--- src/rtl/ftransform_mb_sched_pkg.sv ---
// Shared types and constants for the macroblock FTransform scheduler.
package ftransform_mb_sched_pkg;

    typedef enum logic [1:0] {
        ST_IDLE  = 2'd0,
        ST_ISSUE = 2'd1,
        ST_DRAIN = 2'd2,
        ST_DONE  = 2'd3
    } state_e;

    localparam int BLK_IDX_W   = 5;
    localparam int LUMA_BLKS   = 16;
    localparam int CHROMA_BLKS = 8;

    function automatic logic [BLK_IDX_W-1:0] last_blk_idx(input logic chroma);
        return chroma ? BLK_IDX_W'(CHROMA_BLKS - 1) : BLK_IDX_W'(LUMA_BLKS - 1);
    endfunction

endpackage

--- src/rtl/ftsched_skid_fifo.sv ---
// First-word-fall-through skid FIFO: a push into an empty FIFO is visible at the head
// in the same cycle and may be consumed without ever being stored.
module ftsched_skid_fifo #(
    parameter int WIDTH = 8,
    parameter int DEPTH = 4
) (
    input  logic                       clk,
    input  logic                       rst_n,
    input  logic                       push_i,
    input  logic [WIDTH-1:0]           push_data_i,
    input  logic                       ready_i,
    output logic                       valid_o,
    output logic [WIDTH-1:0]           data_o,
    output logic [$clog2(DEPTH):0]     count_o
);

    localparam int AW = $clog2(DEPTH);
    localparam int CW = AW + 1;

    logic [WIDTH-1:0] mem_q [DEPTH];
    logic [AW-1:0]    wr_ptr_q, wr_ptr_d;
    logic [AW-1:0]    rd_ptr_q, rd_ptr_d;
    logic [CW-1:0]    count_q, count_d;
    logic             empty;
    logic             bypass;
    logic             store;
    logic             pop_stored;

    always_comb begin
        empty      = (count_q == '0);
        bypass     = empty && push_i && ready_i;
        store      = push_i && !bypass;
        pop_stored = !empty && ready_i;
        valid_o    = !empty || push_i;
        data_o     = '0;
        if (!empty) begin
            data_o = mem_q[rd_ptr_q];
        end else if (push_i) begin
            data_o = push_data_i;
        end
        // Pointers wrap naturally because DEPTH is a power of two.
        wr_ptr_d = wr_ptr_q + AW'(store);
        rd_ptr_d = rd_ptr_q + AW'(pop_stored);
        count_d  = count_q + CW'(store) - CW'(pop_stored);
    end

    always_ff @(posedge clk or negedge rst_n) begin
        if (!rst_n) begin
            wr_ptr_q <= '0;
            rd_ptr_q <= '0;
            count_q  <= '0;
        end else begin
            wr_ptr_q <= wr_ptr_d;
            rd_ptr_q <= rd_ptr_d;
            count_q  <= count_d;
        end
    end

    always_ff @(posedge clk) begin
        if (store) begin
            mem_q[wr_ptr_q] <= push_data_i;
        end
    end

    assign count_o = count_q;

endmodule

--- src/rtl/ftransform_mb_sched.sv ---
// Issues the 16 luma / 8 chroma 4x4 blocks of a macroblock through one FTransform,
// credit-gated into a skid FIFO. FTSCHED_NZ_MASK_EN adds the nz_mask_o output.
module ftransform_mb_sched
    import ftransform_mb_sched_pkg::*;
#(
    parameter int O_WIDTH  = 12,
    parameter int FT_LAT   = 2,
    parameter int FIFO_DEP = 4
) (
    input  logic                  clk,
    input  logic                  rst_n,
    input  logic                  start_i,
    input  logic                  chroma_i,
    output logic                  busy_o,
    output logic                  mb_done_o,
`ifdef FTSCHED_NZ_MASK_EN
    output logic [15:0]           nz_mask_o,
`endif
    output logic                  ft_start_o,
    output logic [BLK_IDX_W-1:0]  ft_blk_idx_o,
    input  logic                  ft_done_i,
    input  logic [16*O_WIDTH-1:0] ft_out_i,
    output logic                  coeff_valid_o,
    input  logic                  coeff_ready_i,
    output logic [16*O_WIDTH-1:0] coeff_data_o,
    output logic [BLK_IDX_W-1:0]  coeff_idx_o,
    output logic                  coeff_last_o
);

    localparam int DATA_W = 16 * O_WIDTH;
    localparam int ENT_W  = DATA_W + BLK_IDX_W + 1;
    localparam int CNT_W  = $clog2(FIFO_DEP) + 1;
    localparam int SUM_W  = 8;

    state_e               state_q, state_d;
    logic                 chroma_q, chroma_d;
    logic [BLK_IDX_W-1:0] blk_q, blk_d;
    logic                 issue_last;

    logic                 trk_valid_q [FT_LAT];
    logic                 trk_valid_d [FT_LAT];
    logic [BLK_IDX_W-1:0] trk_idx_q   [FT_LAT];
    logic [BLK_IDX_W-1:0] trk_idx_d   [FT_LAT];
    logic                 trk_last_q  [FT_LAT];
    logic                 trk_last_d  [FT_LAT];

    logic [SUM_W-1:0]     inflight;
    logic [SUM_W-1:0]     credit_sum;
    logic                 credit_ok;
    logic [CNT_W-1:0]     fifo_count;
    logic                 push;
    logic                 pop;
    logic [ENT_W-1:0]     push_data;
    logic [ENT_W-1:0]     head_data;

    assign issue_last = (blk_q == last_blk_idx(chroma_q));

    // In-flight tracker mirrors the FTransform pipeline so each done has its tag.
    genvar gi;
    generate
        for (gi = 0; gi < FT_LAT; gi++) begin : g_trk
            if (gi == 0) begin : g_head
                assign trk_valid_d[gi] = ft_start_o;
                assign trk_idx_d[gi]   = blk_q;
                assign trk_last_d[gi]  = issue_last;
            end else begin : g_tail
                assign trk_valid_d[gi] = trk_valid_q[gi-1];
                assign trk_idx_d[gi]   = trk_idx_q[gi-1];
                assign trk_last_d[gi]  = trk_last_q[gi-1];
            end
        end
    endgenerate

    always_ff @(posedge clk or negedge rst_n) begin
        if (!rst_n) begin
            for (int i = 0; i < FT_LAT; i++) begin
                trk_valid_q[i] <= 1'b0;
                trk_idx_q[i]   <= '0;
                trk_last_q[i]  <= 1'b0;
            end
        end else begin
            for (int i = 0; i < FT_LAT; i++) begin
                trk_valid_q[i] <= trk_valid_d[i];
                trk_idx_q[i]   <= trk_idx_d[i];
                trk_last_q[i]  <= trk_last_d[i];
            end
        end
    end

    always_comb begin
        inflight = '0;
        for (int i = 0; i < FT_LAT; i++) begin
            inflight = inflight + SUM_W'(trk_valid_q[i]);
        end
    end

    // A block is only issued if a FIFO slot is guaranteed when its done arrives.
    assign credit_sum = inflight + SUM_W'(fifo_count);
    assign credit_ok  = credit_sum < SUM_W'(FIFO_DEP);

    assign push      = ft_done_i && trk_valid_q[FT_LAT-1];
    assign push_data = {ft_out_i, trk_idx_q[FT_LAT-1], trk_last_q[FT_LAT-1]};

    ftsched_skid_fifo #(
        .WIDTH (ENT_W),
        .DEPTH (FIFO_DEP)
    ) u_fifo (
        .clk         (clk),
        .rst_n       (rst_n),
        .push_i      (push),
        .push_data_i (push_data),
        .ready_i     (coeff_ready_i),
        .valid_o     (coeff_valid_o),
        .data_o      (head_data),
        .count_o     (fifo_count)
    );

    assign {coeff_data_o, coeff_idx_o, coeff_last_o} = head_data;
    assign pop = coeff_valid_o && coeff_ready_i;

    always_comb begin
        state_d    = state_q;
        chroma_d   = chroma_q;
        blk_d      = blk_q;
        ft_start_o = 1'b0;
        case (state_q)
            ST_IDLE: begin
                if (start_i) begin
                    state_d  = ST_ISSUE;
                    chroma_d = chroma_i;
                    blk_d    = '0;
                end
            end
            ST_ISSUE: begin
                if (credit_ok) begin
                    ft_start_o = 1'b1;
                    if (issue_last) begin
                        state_d = ST_DRAIN;
                    end else begin
                        blk_d = blk_q + 1'b1;
                    end
                end
            end
            ST_DRAIN: begin
                if (pop && coeff_last_o) begin
                    state_d = ST_DONE;
                end
            end
            ST_DONE: begin
                state_d = ST_IDLE;
                blk_d   = '0;
            end
            default: state_d = ST_IDLE;
        endcase
    end

    always_ff @(posedge clk or negedge rst_n) begin
        if (!rst_n) begin
            state_q  <= ST_IDLE;
            chroma_q <= 1'b0;
            blk_q    <= '0;
        end else begin
            state_q  <= state_d;
            chroma_q <= chroma_d;
            blk_q    <= blk_d;
        end
    end

    assign busy_o       = (state_q != ST_IDLE);
    assign mb_done_o    = (state_q == ST_DONE);
    assign ft_blk_idx_o = blk_q;

`ifdef FTSCHED_NZ_MASK_EN
    logic [15:0] nz_mask_q, nz_mask_d;

    always_comb begin
        nz_mask_d = nz_mask_q;
        if (state_q == ST_IDLE && start_i) begin
            nz_mask_d = '0;
        end else if (pop && (|coeff_data_o)) begin
            nz_mask_d[coeff_idx_o[3:0]] = 1'b1;
        end
    end

    always_ff @(posedge clk or negedge rst_n) begin
        if (!rst_n) begin
            nz_mask_q <= '0;
        end else begin
            nz_mask_q <= nz_mask_d;
        end
    end

    assign nz_mask_o = nz_mask_q;
`endif

    unmatched_done_a: assert property (@(posedge clk) disable iff (!rst_n)
        ft_done_i |-> trk_valid_q[FT_LAT-1]);

    credit_a: assert property (@(posedge clk) disable iff (!rst_n)
        credit_sum <= SUM_W'(FIFO_DEP));

endmodule
--- config.mk ---
export PLATFORM = sky130hd
export DESIGN_NAME = ftransform_mb_sched
export DESIGN_NICKNAME = d
export VERILOG_FILES = /design/src/rtl/ftransform_mb_sched_pkg.sv /design/src/rtl/ftsched_skid_fifo.sv /design/src/rtl/ftransform_mb_sched.sv
export SDC_FILE = /design/constraint.sdc
export NUM_CORES = 1
export LEC_CHECK = 0
export CORE_MARGIN = 5
export CORE_UTILIZATION = 60
export CTS_CLUSTER_SIZE = 8
export DETAILED_ROUTE_END_ITERATION = 6
export PLACE_DENSITY_LB_ADDON = 0.05
export SETUP_SLACK_MARGIN = 0.02
export SYNTH_ARGS = -nofsm -noshare
export SYNTH_HDL_FRONTEND = slang
export SYNTH_SLANG_ARGS = --single-unit
--- constraint.sdc ---
create_clock -name clk -period 27 [get_ports clk]
set_input_delay 5.4 -clock clk [delete_from_list [all_inputs] [get_ports clk]]
set_output_delay 5.4 -clock clk [all_outputs]
set_load 0.02 [all_outputs]
* Yosys cells after proc, flatten, opt, wreduce, memory -nomap -nowiden
Memories as Yosys holds them, arrays and structs flattened.
Index checks and enable logic that the tools add are counted.
** Cells by class
- $add $sub $neg :: 7
- Order comparisons :: 1
- Equal/unequal tests :: 9
- Muxes and demuxes :: 16
- Reduce and logical (&&, ||, !) cells :: 17
** Operators by type and width (count)
- 2-to-1 mux 198 bit :: 2
- 2-to-1 mux 5 bit :: 3
- case mux 5 bit (3 select lines) :: 1
- != test 2 bit (second input constant) :: 5
- 2-to-1 mux 2 bit :: 4
- case mux 2 bit (4 select lines) :: 1
- AND reduction 4 bit :: 2
- logical AND 1 bit :: 7
- adder 5 x 1 -> 5 bit (second input constant) :: 1
- == test 5 x 4 -> 1 bit :: 1
- adder 2 x 1 -> 2 bit :: 2
- adder 2 x 3 -> 4 bit :: 1
- == test 2 bit (second input constant) :: 2
- < comparator 4 x 3 -> 1 bit (second input constant) :: 1
- 2-to-1 mux 1 bit :: 4
- 2-to-1 mux 4 bit :: 1
- adder 3 x 1 -> 3 bit :: 1
- zero test 3 bit :: 1
- nonzero test 3 bit :: 1
- subtractor 3 x 1 -> 3 bit :: 1
- adder 1 x 1 -> 2 bit :: 1
- == test 2 x 1 -> 1 bit (second input constant) :: 1
- zero test 1 bit :: 2
- zero test 2 bit :: 1
- other kinds (3) :: 3
** Word-level totals
- Register bits :: 29
- Bits in writable memories :: 792
- Input port bits :: 198
- Output and inout port bits :: 207
- Logic and storage cells :: 63
- Memories kept :: 1
** Memories
- u_fifo.mem_q :: depth 4, width 198, read ports 1, clocked after Yosys merged registers in 0, write ports 1, RTL line ftsched_skid_fifo.sv:20 : logic [WIDTH-1:0] mem_q [DEPTH];

* Longest topological paths before layout
- Depth after elaboration :: 7
- Mapped depth :: 9
- Depth with buffers taken out :: 7

* Modules after synthesis
From an unflattened synthesis, not the netlist that was laid out.
** Second synthesis, totals
- Cells, all modules :: 1577
- Area total of the unflattened synthesis :: 33504.6 sq um
** Modules (own cells, without submodules)
- ftsched_skid_fifo :: instances 1, cells an instance 1503, area each 32572.5 sq um, seq. area each 23958.0 sq um
- ftransform_mb_sched :: instances 1, cells an instance 74, area each 932.1 sq um, seq. area each 550.5 sq um

* Worst setup path after synthesis
Ideal clock, no wire load.
- Path kind :: input to register
- Start point :: in ft_done_i
- End point :: mem u_fifo.mem_q[0][0] (netlist bit), enable pin
- Library setup time :: 1038 ps
- Arrival time :: 20039 ps
- Required time :: 25962 ps
- Slack :: 5923 ps
- Stages on the path :: 3
- Path buffers :: 0
- Cells stage by stage :: nand2_1 -> a21oi_1 -> nor3b_1
** On the way
- Cells in the longest elaborated chain, start to end :: 7
** RTL lines
- start: declaration :: RTL line ftransform_mb_sched.sv:21 : input logic ft_done_i,
- logical AND 1 bit (*) :: RTL line ftransform_mb_sched.sv:101 : assign push = ft_done_i && trk_valid_q[FT_LAT-1];
- logical AND 1 bit (2 in series) :: RTL line ftsched_skid_fifo.sv:31 : bypass = empty && push_i && ready_i;
- zero test 1 bit :: RTL line ftsched_skid_fifo.sv:32 : store = push_i && !bypass;
- logical AND 1 bit (*) :: RTL line ftsched_skid_fifo.sv:32
- 2-to-1 mux 1 bit (*) :: RTL line ftsched_skid_fifo.sv:60 : if (store) begin
- 2-to-1 mux 1 bit (implied by the code) (*) :: RTL line ftsched_skid_fifo.sv:61 : mem_q[wr_ptr_q] <= push_data_i;
- end: declaration :: RTL line ftsched_skid_fifo.sv:20
Mark *: on every way between the ends. The rest lies on a longest branch, timed or not.

* Worst setup path in the final report
- Start point :: in ft_done_i
- End point :: out coeff_data_o[71]
** On the way
- Cells in the longest elaborated chain, start to end :: 3
** RTL lines
- logical AND 1 bit :: RTL line ftransform_mb_sched.sv:101
- 2-to-1 mux 198 bit :: RTL line ftsched_skid_fifo.sv:38 : end else if (push_i) begin
- 2-to-1 mux 198 bit :: RTL line ftsched_skid_fifo.sv:36 : if (!empty) begin
- end: declaration :: RTL line ftransform_mb_sched.sv:25 : output logic [16*O_WIDTH-1:0] coeff_data_o,
Every way passes these cells.

==> impl_results.md <==
- Syn_area_per_cell: 18.1 um2
- Hold-fix buffers, CTS: 0
- Hold worst-path end: push_data[5]
- Worst vdd ir: 0.104 mV
- Most common cell after layout, fill and taps aside: edfxtp_1
- Most frequent cells in the layout: edfxtp_1 (792), nand2_1 (404), clkdlybuf4s50_1 (404), nand3_1 (201), mux4_2 (198)
- Net count, final: 2438
- Unrepaired setup endpoints after global routing: no
- Initial DRC Count: 1165
- Syn-to-layout area delta: 23.6%
- GP Congestion: 0.768
- Synth warn: 0
- Vias in the first global route: 19000
- Post-route minimum period: 13.76 ns
- Net Switching: 1.45 mW
- Met3 GRT Util: 6.41%
- CP Capture Type: output pin
- Area leader, netlist: edfxtp_1
- # fillers: 3139
- CP required: 21.60 ns
- Setup TNS: 0 ns
- Overall Power: 4.43 mW
- CTS Buf Count: 112
- Slew HR: 22.6%
- Core box area: 53700 um2
- GRT met1 Usage: 33.6%
- Clk slew on worst S/H paths: 0.05 ns
- Final WS setup: 13.24 ns
- EDFF count, synth: 792
- Asr flop ratio synth: 3.53%
- Row Count: 85
- CTS resizes: 0
- Via count: 18000
- Pwr Density: 110 nW/um2
- RR Endpoint: u_fifo.mem_q[3][149]
- Vias per Instance: 6.09
- Largest cells by area after synthesis: edfxtp_1 (73%), mux4_2 (14%), nand2_1 (4.7%)
- I/O Buffers: 404
- Clock share of power: 27.4%
- Max-Cap Viols: 0
- Hold WC Path Type: register to register
- Root Buffer Master: clkbuf_16
- Most used routing layer: met2
- Share of cells above drive strength 1: 15.9%
- Total clock sinks: 821
- Worst r2r src: u_fifo.count_o[1]
- Clock Skew: 0.0199 ns
- WL/cell: 24.8 um
- Max Freq: 0.0727 GHz
- Synth Register Bits: 821
- First-pass GRT wire length: 112000 um
- Main synth FF type: edfxtp_1
- Post-CTS setup buffers: 0
- Clock network latency to the later pin of the worst-skew pair: 0.65 ns
- WHS: 0.341 ns
- Pint: 2.98 mW
- Top Ports: 405
- Die Ht: 243 um
- Sequential share of power: 35.0%
- Initial core utilization: 60.5%
- DRT Pass-1 Iters: 5
- Max-slew violations: 0
- Hold Path Depth: 0
- Gate power share: 37.7%
- Yosys cell types: 37
- Syn Nets: 2009
- Dpl ws: 13.29 ns
- Max FO, Critical Path: 79
- Sequential area share after synthesis: 75.4%
- Die area: 58900 um2
- Status: finished clean
- DP HPWL: 42900 um
- Mapped Cells: 1800
- Mapped Area: 32500 um2
- Reg2reg path depth: 6
- DRC Markers: 0
- Worst Tran Pin Value: 1.16 ns
- R2R Setup Slk: 22.73 ns
- H-tree depth: 3
- Met2 global-route usage: 40.7%
- Hold Fails Final Rpt: 0
- Final worst path period share: 51.0%
- Hold Crit Start: trk_idx_d[4]
- Maximum root-to-sink buffer count: 3
- CTS tree: done
- CP startpoint kind: input pin
- Final wirelength: 73200 um
- # setup viols final: 0
- Total Routing Usage GR: 24.8%
- Initial antenna violation count: 6
- Net Sw Frac: 32.7%
- Grt ovf: 0
- Post-route ant nets: 0
- Crit Path Class: input pin to output pin
- WP data arrival: 8.36 ns
- Top cell type's share of synthesized area: 73.2%
- Largest net degree at the start of global routing: 117
- Leakage: 13.9 nW
- Die width: 243 um
[final cells by class]
class	count	area, um2	area share, %
Timing Repair Buffer	430	4260	10.6
Tap cell	696	871	2.17
Sequential cell	821	24500	61.0
Multi-Input combinational cell	858	7490	18.6
Antenna cell	2	5.00	0.0125
Inverter	6	22.5	0.0561
Clock inverter	7	83.8	0.209
Clock buffer	136	2910	7.25
[registers in the layout (all words and copies together) (netlist names), 2 cells and up]
signal	cells
ft_blk_idx_o	5
push_data	6
state_q	2
trk_idx_d	5
u_fifo.count_o	3
u_fifo.mem_q	792
u_fifo.rd_ptr_q	2
u_fifo.wr_ptr_q	2
[power by group through the flow]
stage	Sequential (mW)	Clock, mW	Combinational [mW]
6_report	1.55	1.21	1.67
2_1_floorplan	1.55	0	1.02
3_5_place_dp	1.57	0	1.68
5_1_grt	1.56	1.29	1.78
3_3_place_gp	1.57	0	1.68
4_1_cts	1.55	1.24	1.69
[worst max-delay path, cell delays in order]
cell,delay (ns)
clkdlybuf4s50_1,0.51
and2_4,0.64
buf_4,0.74
nand3_1,0.17
nand2_1,0.11
clkdlybuf4s50_1,0.65
[cell usage after synthesis, types with 3 or more instances]
cell type / count
a21oi_1: 3
and3_1: 4
buf_1: 17
buf_2: 19
buf_4: 17
clkbuf_1: 62
dfrtp_1: 29
edfxtp_1: 792
ha_1: 10
inv_1: 6
mux2i_1: 4
mux4_2: 198
nand2_1: 404
nand3_1: 201
nor2_1: 6
xnor2_1: 3
[worst max path at each step]
stage	end	depth (start not counted)	slack (ns)	start
global route	coeff_data_o[174]	6	13.12	ft_done_i
finish	coeff_data_o[71]	6	13.24	ft_done_i
CTS	coeff_data_o[10]	6	13.29	ft_done_i
floorplan	u_fifo.mem_q[0][0]	3	5.92	ft_done_i
global placement	coeff_idx_o[4]	6	13.33	ft_done_i
detailed placement	coeff_data_o[10]	6	13.29	ft_done_i
[cells by family (layout without fill, tap and decap cells)]
| logic type | count (synthesis) | count (layout) | share of synthesized area [%] |
|---|---|---|---|
| AO/OA/AOI/OAI | 12 | 12 | 0.277 |
| XOR/XNOR | 5 | 5 | 0.135 |
| adder cells (fa/ha/maj) | 11 | 11 | 0.446 |
| buffers and inverters | 121 | 579 | 1.67 |
| flip-flops | 821 | 821 | 75.4 |
| multiplexers | 205 | 205 | 14.0 |
| other | 0 | 2 | 0 |
| AND/OR/NAND/NOR | 625 | 625 | 8.12 |
[per-stage QoR]
stage / utilization [%] / instances / cell area [um2]
6_report: 74.8 / 2956 / 40200
3_5_place_dp: 69.2 / 2811 / 37200
5_1_grt: 74.8 / 2956 / 40200
3_3_place_gp: 69.2 / 2811 / 37200
2_1_floorplan: - / 1800 / 32500
4_1_cts: 74.8 / 2954 / 40200
[per-layer routing]
layer | share of wire [%] | routed length [um]
met3 | 7.6 | 5560
met5 | 0.060 | 44
met2 | 50 | 36700
met4 | 2.5 | 1860
met1 | 40 | 29000
(Power assumes the default switching activity.)
